$ cat config.mk
export PLATFORM = sky130hd
export DESIGN_NAME = i2c_target
export DESIGN_NICKNAME = d
export VERILOG_FILES = /design/src/rtl/i2c_target.sv
export SDC_FILE = /design/constraint.sdc
export NUM_CORES = 1
export LEC_CHECK = 0
export ABC_AREA = 1
export ABC_CLOCK_PERIOD_IN_PS = 2900
export CAP_MARGIN = 20
export CORE_UTILIZATION = 55
export CTS_CLUSTER_DIAMETER = 40
export CTS_CLUSTER_SIZE = 28
export DETAILED_ROUTE_END_ITERATION = 8
export PLACE_DENSITY = 0.8
export SYNTH_ARGS = -nofsm -noshare
export SYNTH_HDL_FRONTEND = slang
export SYNTH_SLANG_ARGS = --single-unit
$ cat constraint.sdc
create_clock -name clk -period 2.9 [get_ports clk]
set_input_delay 0.87 -clock clk [delete_from_list [all_inputs] [get_ports clk]]
set_output_delay 0.87 -clock clk [all_outputs]
set_load 0.02 [all_outputs]
$ cat src/rtl/i2c_target.sv
// I2C target (slave) core: answers one 7-bit address, delivers written bytes on a local
// byte interface and fetches read bytes from it. SDA is open-drain: 0 pulls low, 1 releases.
module i2c_target #(
    parameter logic [6:0] ADDR        = 7'h50,
    parameter int         SYNC_STAGES = 2
) (
    input  logic       clk,
    input  logic       rst_n,
    input  logic       scl_i,
    input  logic       sda_i,
    output logic       sda_o,
    output logic       sda_oen_o,
    input  logic       ack_en,
    output logic [7:0] rx_data,
    output logic       rx_valid,
    output logic       rx_first,
    output logic       tx_req,
    input  logic [7:0] tx_data,
    output logic       start_o,
    output logic       stop_o,
    output logic       busy
);

    typedef enum logic [2:0] {
        S_IDLE      = 3'd0,
        S_ADDR      = 3'd1,
        S_ADDR_ACK  = 3'd2,
        S_WR_DATA   = 3'd3,
        S_WR_ACK    = 3'd4,
        S_RD_DATA   = 3'd5,
        S_RD_ACK    = 3'd6,
        S_WAIT_STOP = 3'd7
    } state_t;

    logic [SYNC_STAGES-1:0] r_scl_sync;
    logic [SYNC_STAGES-1:0] r_sda_sync;
    logic                   r_scl_prev;
    logic                   r_sda_prev;
    logic                   w_scl;
    logic                   w_sda;
    logic                   w_scl_rise;
    logic                   w_scl_fall;
    logic                   w_start;
    logic                   w_stop;

    state_t     r_state;
    logic [2:0] r_bitcnt;
    logic [6:0] r_shift;
    logic       r_phase;
    logic       r_rw;
    logic       r_first;
    logic       r_ack_low;
    logic       r_sda;
    logic [7:0] r_rx_data;
    logic       r_rx_valid;
    logic       r_rx_first;
    logic       r_tx_req;
    logic       r_start;
    logic       r_stop;
    logic       r_busy;

    assign w_scl      = r_scl_sync[SYNC_STAGES-1];
    assign w_sda      = r_sda_sync[SYNC_STAGES-1];
    assign w_scl_rise = w_scl & ~r_scl_prev;
    assign w_scl_fall = ~w_scl & r_scl_prev;
    assign w_start    = r_scl_prev & w_scl & r_sda_prev & ~w_sda;
    assign w_stop     = r_scl_prev & w_scl & ~r_sda_prev & w_sda;

    assign sda_o     = r_sda;
    assign sda_oen_o = r_sda;
    assign rx_data   = r_rx_data;
    assign rx_valid  = r_rx_valid;
    assign rx_first  = r_rx_first;
    assign tx_req    = r_tx_req;
    assign start_o   = r_start;
    assign stop_o    = r_stop;
    assign busy      = r_busy;

    // Pin synchronizers; reset to the idle-bus level so no false edge appears after reset.
    always_ff @(posedge clk or negedge rst_n) begin
        if (!rst_n) begin
            r_scl_sync <= '1;
            r_sda_sync <= '1;
            r_scl_prev <= 1'b1;
            r_sda_prev <= 1'b1;
        end else begin
            r_scl_sync <= {r_scl_sync[SYNC_STAGES-2:0], scl_i};
            r_sda_sync <= {r_sda_sync[SYNC_STAGES-2:0], sda_i};
            r_scl_prev <= w_scl;
            r_sda_prev <= w_sda;
        end
    end

    // Protocol FSM; START/STOP take priority over any bit-level activity.
    always_ff @(posedge clk or negedge rst_n) begin
        if (!rst_n) begin
            r_state    <= S_IDLE;
            r_bitcnt   <= 3'd0;
            r_shift    <= 7'd0;
            r_phase    <= 1'b0;
            r_rw       <= 1'b0;
            r_first    <= 1'b0;
            r_ack_low  <= 1'b0;
            r_sda      <= 1'b1;
            r_rx_data  <= 8'd0;
            r_rx_valid <= 1'b0;
            r_rx_first <= 1'b0;
            r_tx_req   <= 1'b0;
            r_start    <= 1'b0;
            r_stop     <= 1'b0;
            r_busy     <= 1'b0;
        end else begin
            r_rx_valid <= 1'b0;
            r_rx_first <= 1'b0;
            r_tx_req   <= 1'b0;
            r_start    <= 1'b0;
            r_stop     <= 1'b0;
            if (w_start) begin
                r_start  <= 1'b1;
                r_state  <= S_ADDR;
                r_bitcnt <= 3'd0;
                r_phase  <= 1'b0;
                r_sda    <= 1'b1;
                r_busy   <= 1'b0;
            end else if (w_stop) begin
                r_stop   <= 1'b1;
                r_state  <= S_IDLE;
                r_bitcnt <= 3'd0;
                r_phase  <= 1'b0;
                r_sda    <= 1'b1;
                r_busy   <= 1'b0;
            end else begin
                case (r_state)
                    S_IDLE: begin
                        r_sda <= 1'b1;
                    end
                    S_ADDR: begin
                        if (w_scl_rise) begin
                            r_shift  <= {r_shift[5:0], w_sda};
                            r_bitcnt <= r_bitcnt + 3'd1;
                            if (r_bitcnt == 3'd7) begin
                                r_bitcnt <= 3'd0;
                                r_phase  <= 1'b0;
                                if (r_shift == ADDR) begin
                                    r_rw    <= w_sda;
                                    r_busy  <= 1'b1;
                                    r_first <= 1'b1;
                                    r_state <= S_ADDR_ACK;
                                end else begin
                                    r_state <= S_WAIT_STOP;
                                end
                            end
                        end
                    end
                    // phase 0: waiting to pull low; phase 1: holding the ACK low
                    S_ADDR_ACK: begin
                        if (w_scl_fall) begin
                            if (!r_phase) begin
                                r_sda   <= 1'b0;
                                r_phase <= 1'b1;
                            end else begin
                                r_phase  <= 1'b0;
                                r_bitcnt <= 3'd0;
                                if (r_rw) begin
                                    r_shift <= tx_data[6:0];
                                    r_sda   <= tx_data[7];
                                    r_state <= S_RD_DATA;
                                end else begin
                                    r_sda   <= 1'b1;
                                    r_state <= S_WR_DATA;
                                end
                            end
                        end else if (w_scl_rise && r_phase && r_rw) begin
                            r_tx_req <= 1'b1;
                        end
                    end
                    S_WR_DATA: begin
                        if (w_scl_rise) begin
                            r_shift  <= {r_shift[5:0], w_sda};
                            r_bitcnt <= r_bitcnt + 3'd1;
                            if (r_bitcnt == 3'd7) begin
                                r_bitcnt   <= 3'd0;
                                r_rx_data  <= {r_shift, w_sda};
                                r_first    <= 1'b0;
                                r_ack_low  <= ack_en;
                                r_rx_valid <= ack_en;
                                r_rx_first <= ack_en & r_first;
                                r_phase    <= 1'b0;
                                r_state    <= S_WR_ACK;
                            end
                        end
                    end
                    S_WR_ACK: begin
                        if (w_scl_fall) begin
                            if (!r_phase) begin
                                r_sda   <= ~r_ack_low;
                                r_phase <= 1'b1;
                            end else begin
                                r_sda   <= 1'b1;
                                r_phase <= 1'b0;
                                r_state <= S_WR_DATA;
                            end
                        end
                    end
                    // MSB already on the line at entry; r_phase marks all 8 bits clocked out
                    S_RD_DATA: begin
                        if (w_scl_rise) begin
                            r_bitcnt <= r_bitcnt + 3'd1;
                            if (r_bitcnt == 3'd7) begin
                                r_bitcnt <= 3'd0;
                                r_phase  <= 1'b1;
                            end
                        end else if (w_scl_fall) begin
                            if (r_phase) begin
                                r_sda   <= 1'b1;
                                r_phase <= 1'b0;
                                r_state <= S_RD_ACK;
                            end else begin
                                r_sda   <= r_shift[6];
                                r_shift <= {r_shift[5:0], 1'b0};
                            end
                        end
                    end
                    S_RD_ACK: begin
                        if (w_scl_rise && !r_phase) begin
                            if (!w_sda) begin
                                r_tx_req <= 1'b1;
                                r_phase  <= 1'b1;
                            end else begin
                                r_state <= S_WAIT_STOP;
                            end
                        end else if (w_scl_fall && r_phase) begin
                            r_phase  <= 1'b0;
                            r_bitcnt <= 3'd0;
                            r_shift  <= tx_data[6:0];
                            r_sda    <= tx_data[7];
                            r_state  <= S_RD_DATA;
                        end
                    end
                    S_WAIT_STOP: begin
                        r_sda <= 1'b1;
                    end
                    default: begin
                        r_sda   <= 1'b1;
                        r_state <= S_IDLE;
                    end
                endcase
            end
        end
    end

endmodule

# [Word level (Yosys, flattened, before mapping)]
# Index checks and enable logic that the tools add are counted.
[totals] output_inout_bits=16 regBits=38 elab_cells=200 in_bits=13
[op_classes] n_addsub=1 n_eq_ne=45 n_reduce_logical=29 bitwise_logic=15 mux=91
[ops] cell="two-way mux 3 bit" count=26
[ops] cell="two-way mux 7 bit" count=9
[ops] cell="inequality test 4 bit (second input constant)" count=13
[ops] cell="two-way mux 1 bit" count=49
[ops] cell="one-hot mux 7 bit (4 select lines)" count=1
[ops] cell="inequality test 2 bit (second input constant)" count=13
[ops] cell="inequality test 5 bit (second input constant)" count=5
[ops] cell="one-hot mux 3 bit (6 select lines)" count=1
[ops] cell="inequality test 4 x 1 -> 1 bit (second input constant)" count=4
[ops] cell="AND reduction 8 bit" count=2
[ops] cell="== test 3 bit (second input constant)" count=5
[ops] cell="AND reduction 14 bit" count=1
[ops] cell="AND reduction 12 bit" count=1
[ops] cell="AND reduction 6 bit" count=2
[ops] cell="nonzero test 3 bit" count=4
[ops] cell="one-hot mux 3 bit (3 select lines)" count=1
[ops] cell="AND 1 bit" count=8
[ops] cell="nonzero test 8 bit" count=1
[ops] cell="== test 7 bit (second input constant)" count=1
[ops] cell="inverter 1 bit" count=7
[ops] cell="AND reduction 7 bit" count=1
[ops] cell="nonzero test 7 bit" count=1
[ops] cell="== test 3 x 2 -> 1 bit (second input constant)" count=2
[ops] cell="nonzero test 6 bit" count=1
[ops] cell="other kinds (16)" count=22

# [Logic depth before layout (Yosys ltp)]
[depth] ltp_word=9 depth_mapped=11 mapped_depth_nobuf=10

# [Least setup slack after synthesis]
# OpenSTA, ideal clock, no wires.
[synth_path] path_kind="flip-flop to flip-flop" from="reg r_scl_prev" to="reg r_shift[6]" t_required_ns=2.783 setup_slack_ns=1.164 path_stages_with_launch=12 t_arrival_ns=1.618 synth_period_minus_slack_ns=1.736 path_cell_list="dfstp_2 > inv_1 > ha_1 > inv_1 > nand2_1 > o21ai_0 > nand2_1 > nor2_1 > nand2_2 > buf_6 > nand2_1 > o21ai_2"
[synth_via] elab_chain_cells=5 word_cells_on_any_way=19 cone_classes="eq/ne: 6; bitwise: 10; reduce/logical: 3"
[synth_rtl] element="from (decl)" line_no="37" text="logic r_scl_prev;"
[synth_rtl] element="from (signal assigned)" line_no="89" text="r_scl_prev <= w_scl;"
[synth_rtl] element="AND 1 bit or inverter 1 bit (tied branches)" line_no="66, 67, 64"
[synth_rtl] element="AND 1 bit (on tied branches)" line_no="67, 64, 66"
[synth_rtl] element="AND 1 bit, or another cell as far along" line_no="67" text="assign w_stop = r_scl_prev & w_scl & ~r_sda_prev & w_sda;"
[synth_rtl] element="inverter 1 bit (no line) or inequality test 2 bit (tied branches)"
[synth_rtl] element="AND reduction 12 bit (no line) *"
[synth_rtl] element="to (signal assigned)" line_no="139" text="r_shift <= {r_shift[5:0], w_sda};"
[synth_rtl] element="to (signal assigned)" line_no="165" text="r_shift <= tx_data[6:0];"
[synth_rtl] element="to (signal assigned)" line_no="179" text="r_shift <= {r_shift[5:0], w_sda};"
[synth_rtl] element="to (decl)" line_no="48" text="logic [6:0] r_shift;"
# Mark *: on every way between the ends. The rest lies on a longest branch, timed or not.
# A chain may end at the register's enable or synchronous reset.

# [Worst setup path after layout]
[layout_path] from="reg r_sda, in the netlist sda_o" to="out sda_oen_o"
[layout_rtl] element="from (decl)" line_no="53" text="logic r_sda;"
[layout_rtl] element="from (signal assigned)" line_no="166" text="r_sda <= tx_data[7];"
[layout_rtl] element="from (signal assigned)" line_no="196" text="r_sda <= ~r_ack_low;"
[layout_rtl] element="from (signal assigned)" line_no="219" text="r_sda <= r_shift[6];"
[layout_rtl] element="to (decl)" line_no="12" text="output logic sda_oen_o,"
# No word-level cell between the ends.

==> summary by stage <==
Power
The standby leakage power is ~0.0013 uW. For this design the total switching power over the nets is 1038 uW. In this run, flip-flops and latches consume 34.8% of the power. The cell-internal power is 1180 uW.

For this design the ratio of total power to cell area is 865.9 mW/mm^2. Combinational cells account for about 48% of the total power. Across the VDD grid, the largest voltage drop is 0.4646 mV. The switching share of power is 46.80%.

The clock network fraction of total power is between 10% and 20%.

Floorplanning
The area of the placeable core is 0.003744 mm^2. The die area is 0.004275 mm^2. The boundary pin count is 29.

The initial utilization of the core area, before any placement, comes to 59.02%. The number of cell rows is 22. The horizontal die dimension is approximately 65 um.

Measured along the y axis, the die boundary spans roughly 65 um.

STA
The shortest period the worst path allows is 2301 ps. The upper clock frequency limit is 0.4346 GHz. The count of final hold-check violations came to 0. Measured against its own limit, the worst slew margin works out to 42.73%. The actual slew at the worst max-slew pin is 859.0 ps. The final-layout setup total negative slack is 0 ps. After layout, the worst path uses 79.35% of the clock period. The total of endpoints with negative setup slack in the final report is 0. The number of max-slew violations in the final report is 0.

Setup repair after global routing left no endpoint under its margin. The worst clock skew is 6.618 ps.

Yosys
The number of warnings issued by yosys is 0. Summing the areas of all and, or, nand and nor instances in the mapped netlist gives about a third of the synthesized area. The commonest cells after synthesis are sky130_fd_sc_hd__nand2_1, sky130_fd_sc_hd__dfrtp_1, sky130_fd_sc_hd__inv_1, sky130_fd_sc_hd__nand3_1, sky130_fd_sc_hd__nor2_1. After Yosys synthesis, full adders, half adders and majority gates account for 2.831% of the synthesized area. Summed over its instances, the top area cell type makes up between 30% and 40% of the synthesized netlist area. Of all flip-flops after synthesis, the portion carrying an async set or reset was 100.0%. The number of different library cells in the post-synthesis netlist is 28. Synthesis produced a netlist with a net count of 301. The largest family of logic cells by synthesized area is simple AND/OR/NAND/NOR gates. Yosys attributes the largest share of cell area to sky130_fd_sc_hd__dfrtp_1, sky130_fd_sc_hd__nand2_1, sky130_fd_sc_hd__dfstp_2. Yosys mapped a number of flops with a built-in enable equal to 0.

The per-instance average area after synthesis is 7.808 um^2. The multiplexer fraction of the synthesized cell area is 0%. The number of cells produced by synthesis is 283. The area of the mapped netlist is 0.002210 mm^2. Of the synthesized area, sequential elements account for 43.43%. For this run, the leading register cell type out of synthesis is sky130_fd_sc_hd__dfrtp_1. Yosys instantiated no cell more often than sky130_fd_sc_hd__nand2_1.

After Yosys synthesis, XOR and XNOR cells account for 0% of the synthesized area. The most area-hungry cell type in the Yosys netlist is sky130_fd_sc_hd__dfrtp_1. Synthesis inferred 38 register bits.

The post-synthesis compound-gate area fraction is 12.17%.

Worst setup path
Walking the worst path, the cells encountered are clkdlybuf4s50_1. The count of buffer and inverter cells on the critical path is 1. The critical path start-end classification is reg -> out. For this run, the slowest stage of the critical path takes 590 ps. The cell type group with the largest total delay on the critical path is buffers and inverters. The worst setup path is captured at an output port.

The arrival time at the worst endpoint is 1430 ps. The critical path required time is 2030 ps. STA classifies the critical path startpoint as a flop. On the critical path, the stage with the largest delay is an instance of sky130_fd_sc_hd__clkdlybuf4s50_1. Of all nets on the critical path, the largest fanout is 3.

CTS
For this design, the CTS-stage hold fixing added 0 buffers. The cell sitting at the root of the clock tree is a sky130_fd_sc_hd__clkbuf_8. The TritonCTS clock tree is yes. The number of buffers inserted to repair setup after CTS is 0.

The later-pin clock latency in the skew report is 300 ps. The quantity of gates resized following cts is 0. Clock-pin slew was measured on the worst setup and hold paths at 70 ps. Buffers inserted during clock tree synthesis total 5. The longest clock path from root to sink contains 2 buffers. Counting every sink on the clock net gives 38. The H-tree depth is 2.

Final layout
Cells with a size suffix above 1 make up 15.76% of the layout. The signed area change from the synthesized netlist to the final layout is 15.97%. In the final layout, flip-flops and latches occupy about 960 um^2.

After the flow finishes, the layout carries non-filler instances totaling 359. The multi-input logic area is ~0.0010 mm^2. At the end of the flow, the number of nets in the layout was 328.

The number of filler cells placed in the layout is 322. The area of all placed cells without fillers is between 0.002 and 0.003 mm^2. The repair_antennas step left the layout with diodes totalling 0.

Placed design
The post-place instance area is 0.002471 mm^2. The number of cells after detailed placement is 351. The number of buffers added on ports is 28. Routability-driven placement finished with a final weighted congestion of 0.9778. The placed wire-length estimate is 3876 um.

Hold path
The worst hold path belongs to the class reg -> reg.

Drt
The wire length reported by the detailed router is about 5400 um. Before antenna repair, the detailed router went through 7 iterations. Summing over every cut layer, the via total after detailed routing is 2002. The number of violations reported at the end of detailed-routing iteration 0 is approximately 160.

The routed via count divided by cell count is 5.577. The residual antenna-violating net count after detailed routing is 0. In the routed design, unresolved DRC markers number 0. In the final routed layout, each cell accounts on average for 14.94 um.

Run
The max capacitance violation total is 0.

Global route
The pin count of the biggest net entering global routing is 39. The number of antenna violations at the first check in global routing is 0. The first global-routing pass estimated 9059 um of wire. Global routing used 28.80% of the available tracks across all layers. The number of global-route vias before repair is 1930. Global routing finished with a remaining overflow of 0.

Run status
The run finished with clean final reports.
==> worst paths after layout <==
path / from / to / slack, ps / cells past startpoint
max: sda_o$_DFFE_PN1P_ / sda_oen_o / 600 / 1
min: r_sda_sync[0]$_DFF_PN1_ / r_sda_sync[1]$_DFF_PN1_ / 360 / 0
max reg2reg: r_scl_sync[1]$_DFF_PN1_ / r_shift[4]$_DFFE_PN0P_ / 880 / 9
min reg2reg: r_sda_sync[0]$_DFF_PN1_ / r_sda_sync[1]$_DFF_PN1_ / 360 / 0
max in group asynchronous: rst_n / r_shift[6]$_DFFE_PN0P_ / 1680 / 1
min in group asynchronous: rst_n / rx_valid$_DFF_PN0_ / 680 / 1
==> power by group through the flow <==
stage               registers [uW]  logic, uW  clock network, uW
finish                         772       1060                387
global route                   783       1200                411
CTS                            767       1050                392
detailed placement             776       1040                  0
global placement               772       1030                  0
floorplan                      697        925                  0
==> cells by family (layout without fill, tap and decap cells) <==
family,count (synthesis),in the layout
flops,38,38
buf+inv,41,69
compound gates,38,38
fa+ha+maj,5,5
simple gates,161,161
==> through the flow <==
stage	total power (uW)	setup slack, ps	util, %	hold slack (ps)
floorplan	1623	1164	-	345.2
global placement	1797	926.3	66.01	345.6
detailed placement	1815	918.0	66.01	354.2
CTS	2209	586.8	68.45	364.8
global route	2393	565.8	68.45	364.6
finish	2219	598.9	68.45	362.9
==> per-layer routing <==
metal	global-route usage, %	share of wire [%]	wire length (um)
met5	0	0	0
met4	16.03	3.1	167
met3	7.465	6.2	332
met2	44.72	48	2561
met1	36.33	43	2300
==> worst register-to-register path, stage by stage, from the launching register on <==
cell,delay (ps)
sky130_fd_sc_hd__dfstp_2,390
sky130_fd_sc_hd__ha_1,230
sky130_fd_sc_hd__nand2_1,90
sky130_fd_sc_hd__nand2_2,90
sky130_fd_sc_hd__nand2_2,240
sky130_fd_sc_hd__inv_2,180
sky130_fd_sc_hd__nor3_2,260
sky130_fd_sc_hd__nand2_2,230
sky130_fd_sc_hd__nand2_1,150
sky130_fd_sc_hd__o21ai_2,60
==> flip-flops by register name, indices dropped and copies added, names as in the netlist, 2 cells and up <==
register	flops
r_shift	7
r_state	3
r_sda_sync	2
r_scl_sync	2
rx_data	8
r_bitcnt	3
==> cell usage in the layout (no fill, tap or decap), types with 4 or more instances in the layout <==
cell type / synthesis / routed
sky130_fd_sc_hd__nor2_2: 5 / 5
sky130_fd_sc_hd__nand3_1: 25 / 25
sky130_fd_sc_hd__nor2_1: 23 / 23
sky130_fd_sc_hd__nand4_1: 5 / 5
sky130_fd_sc_hd__o21a_1: 6 / 6
sky130_fd_sc_hd__dfrtp_1: 31 / 31
sky130_fd_sc_hd__inv_1: 27 / 27
sky130_fd_sc_hd__o21ai_0: 6 / 6
sky130_fd_sc_hd__clkdlybuf4s50_1: 0 / 27
sky130_fd_sc_hd__dfstp_2: 7 / 7
sky130_fd_sc_hd__ha_1: 5 / 5
sky130_fd_sc_hd__clkbuf_8: 0 / 6
sky130_fd_sc_hd__a21oi_1: 7 / 7
sky130_fd_sc_hd__inv_2: 4 / 4
sky130_fd_sc_hd__nand2_2: 5 / 5
sky130_fd_sc_hd__o21ai_2: 13 / 13
sky130_fd_sc_hd__nand2_1: 91 / 91
==> cell type report <==
cell class	instances	area share, %
multi-input cells	204	40.87
inverters	33	5.029
flip-flops and latches	38	37.45
clock buffers	7	3.369
well taps	48	2.344
clock inverters	1	0.1953
repair buffers	28	10.74
(Power assumes the default switching activity.)
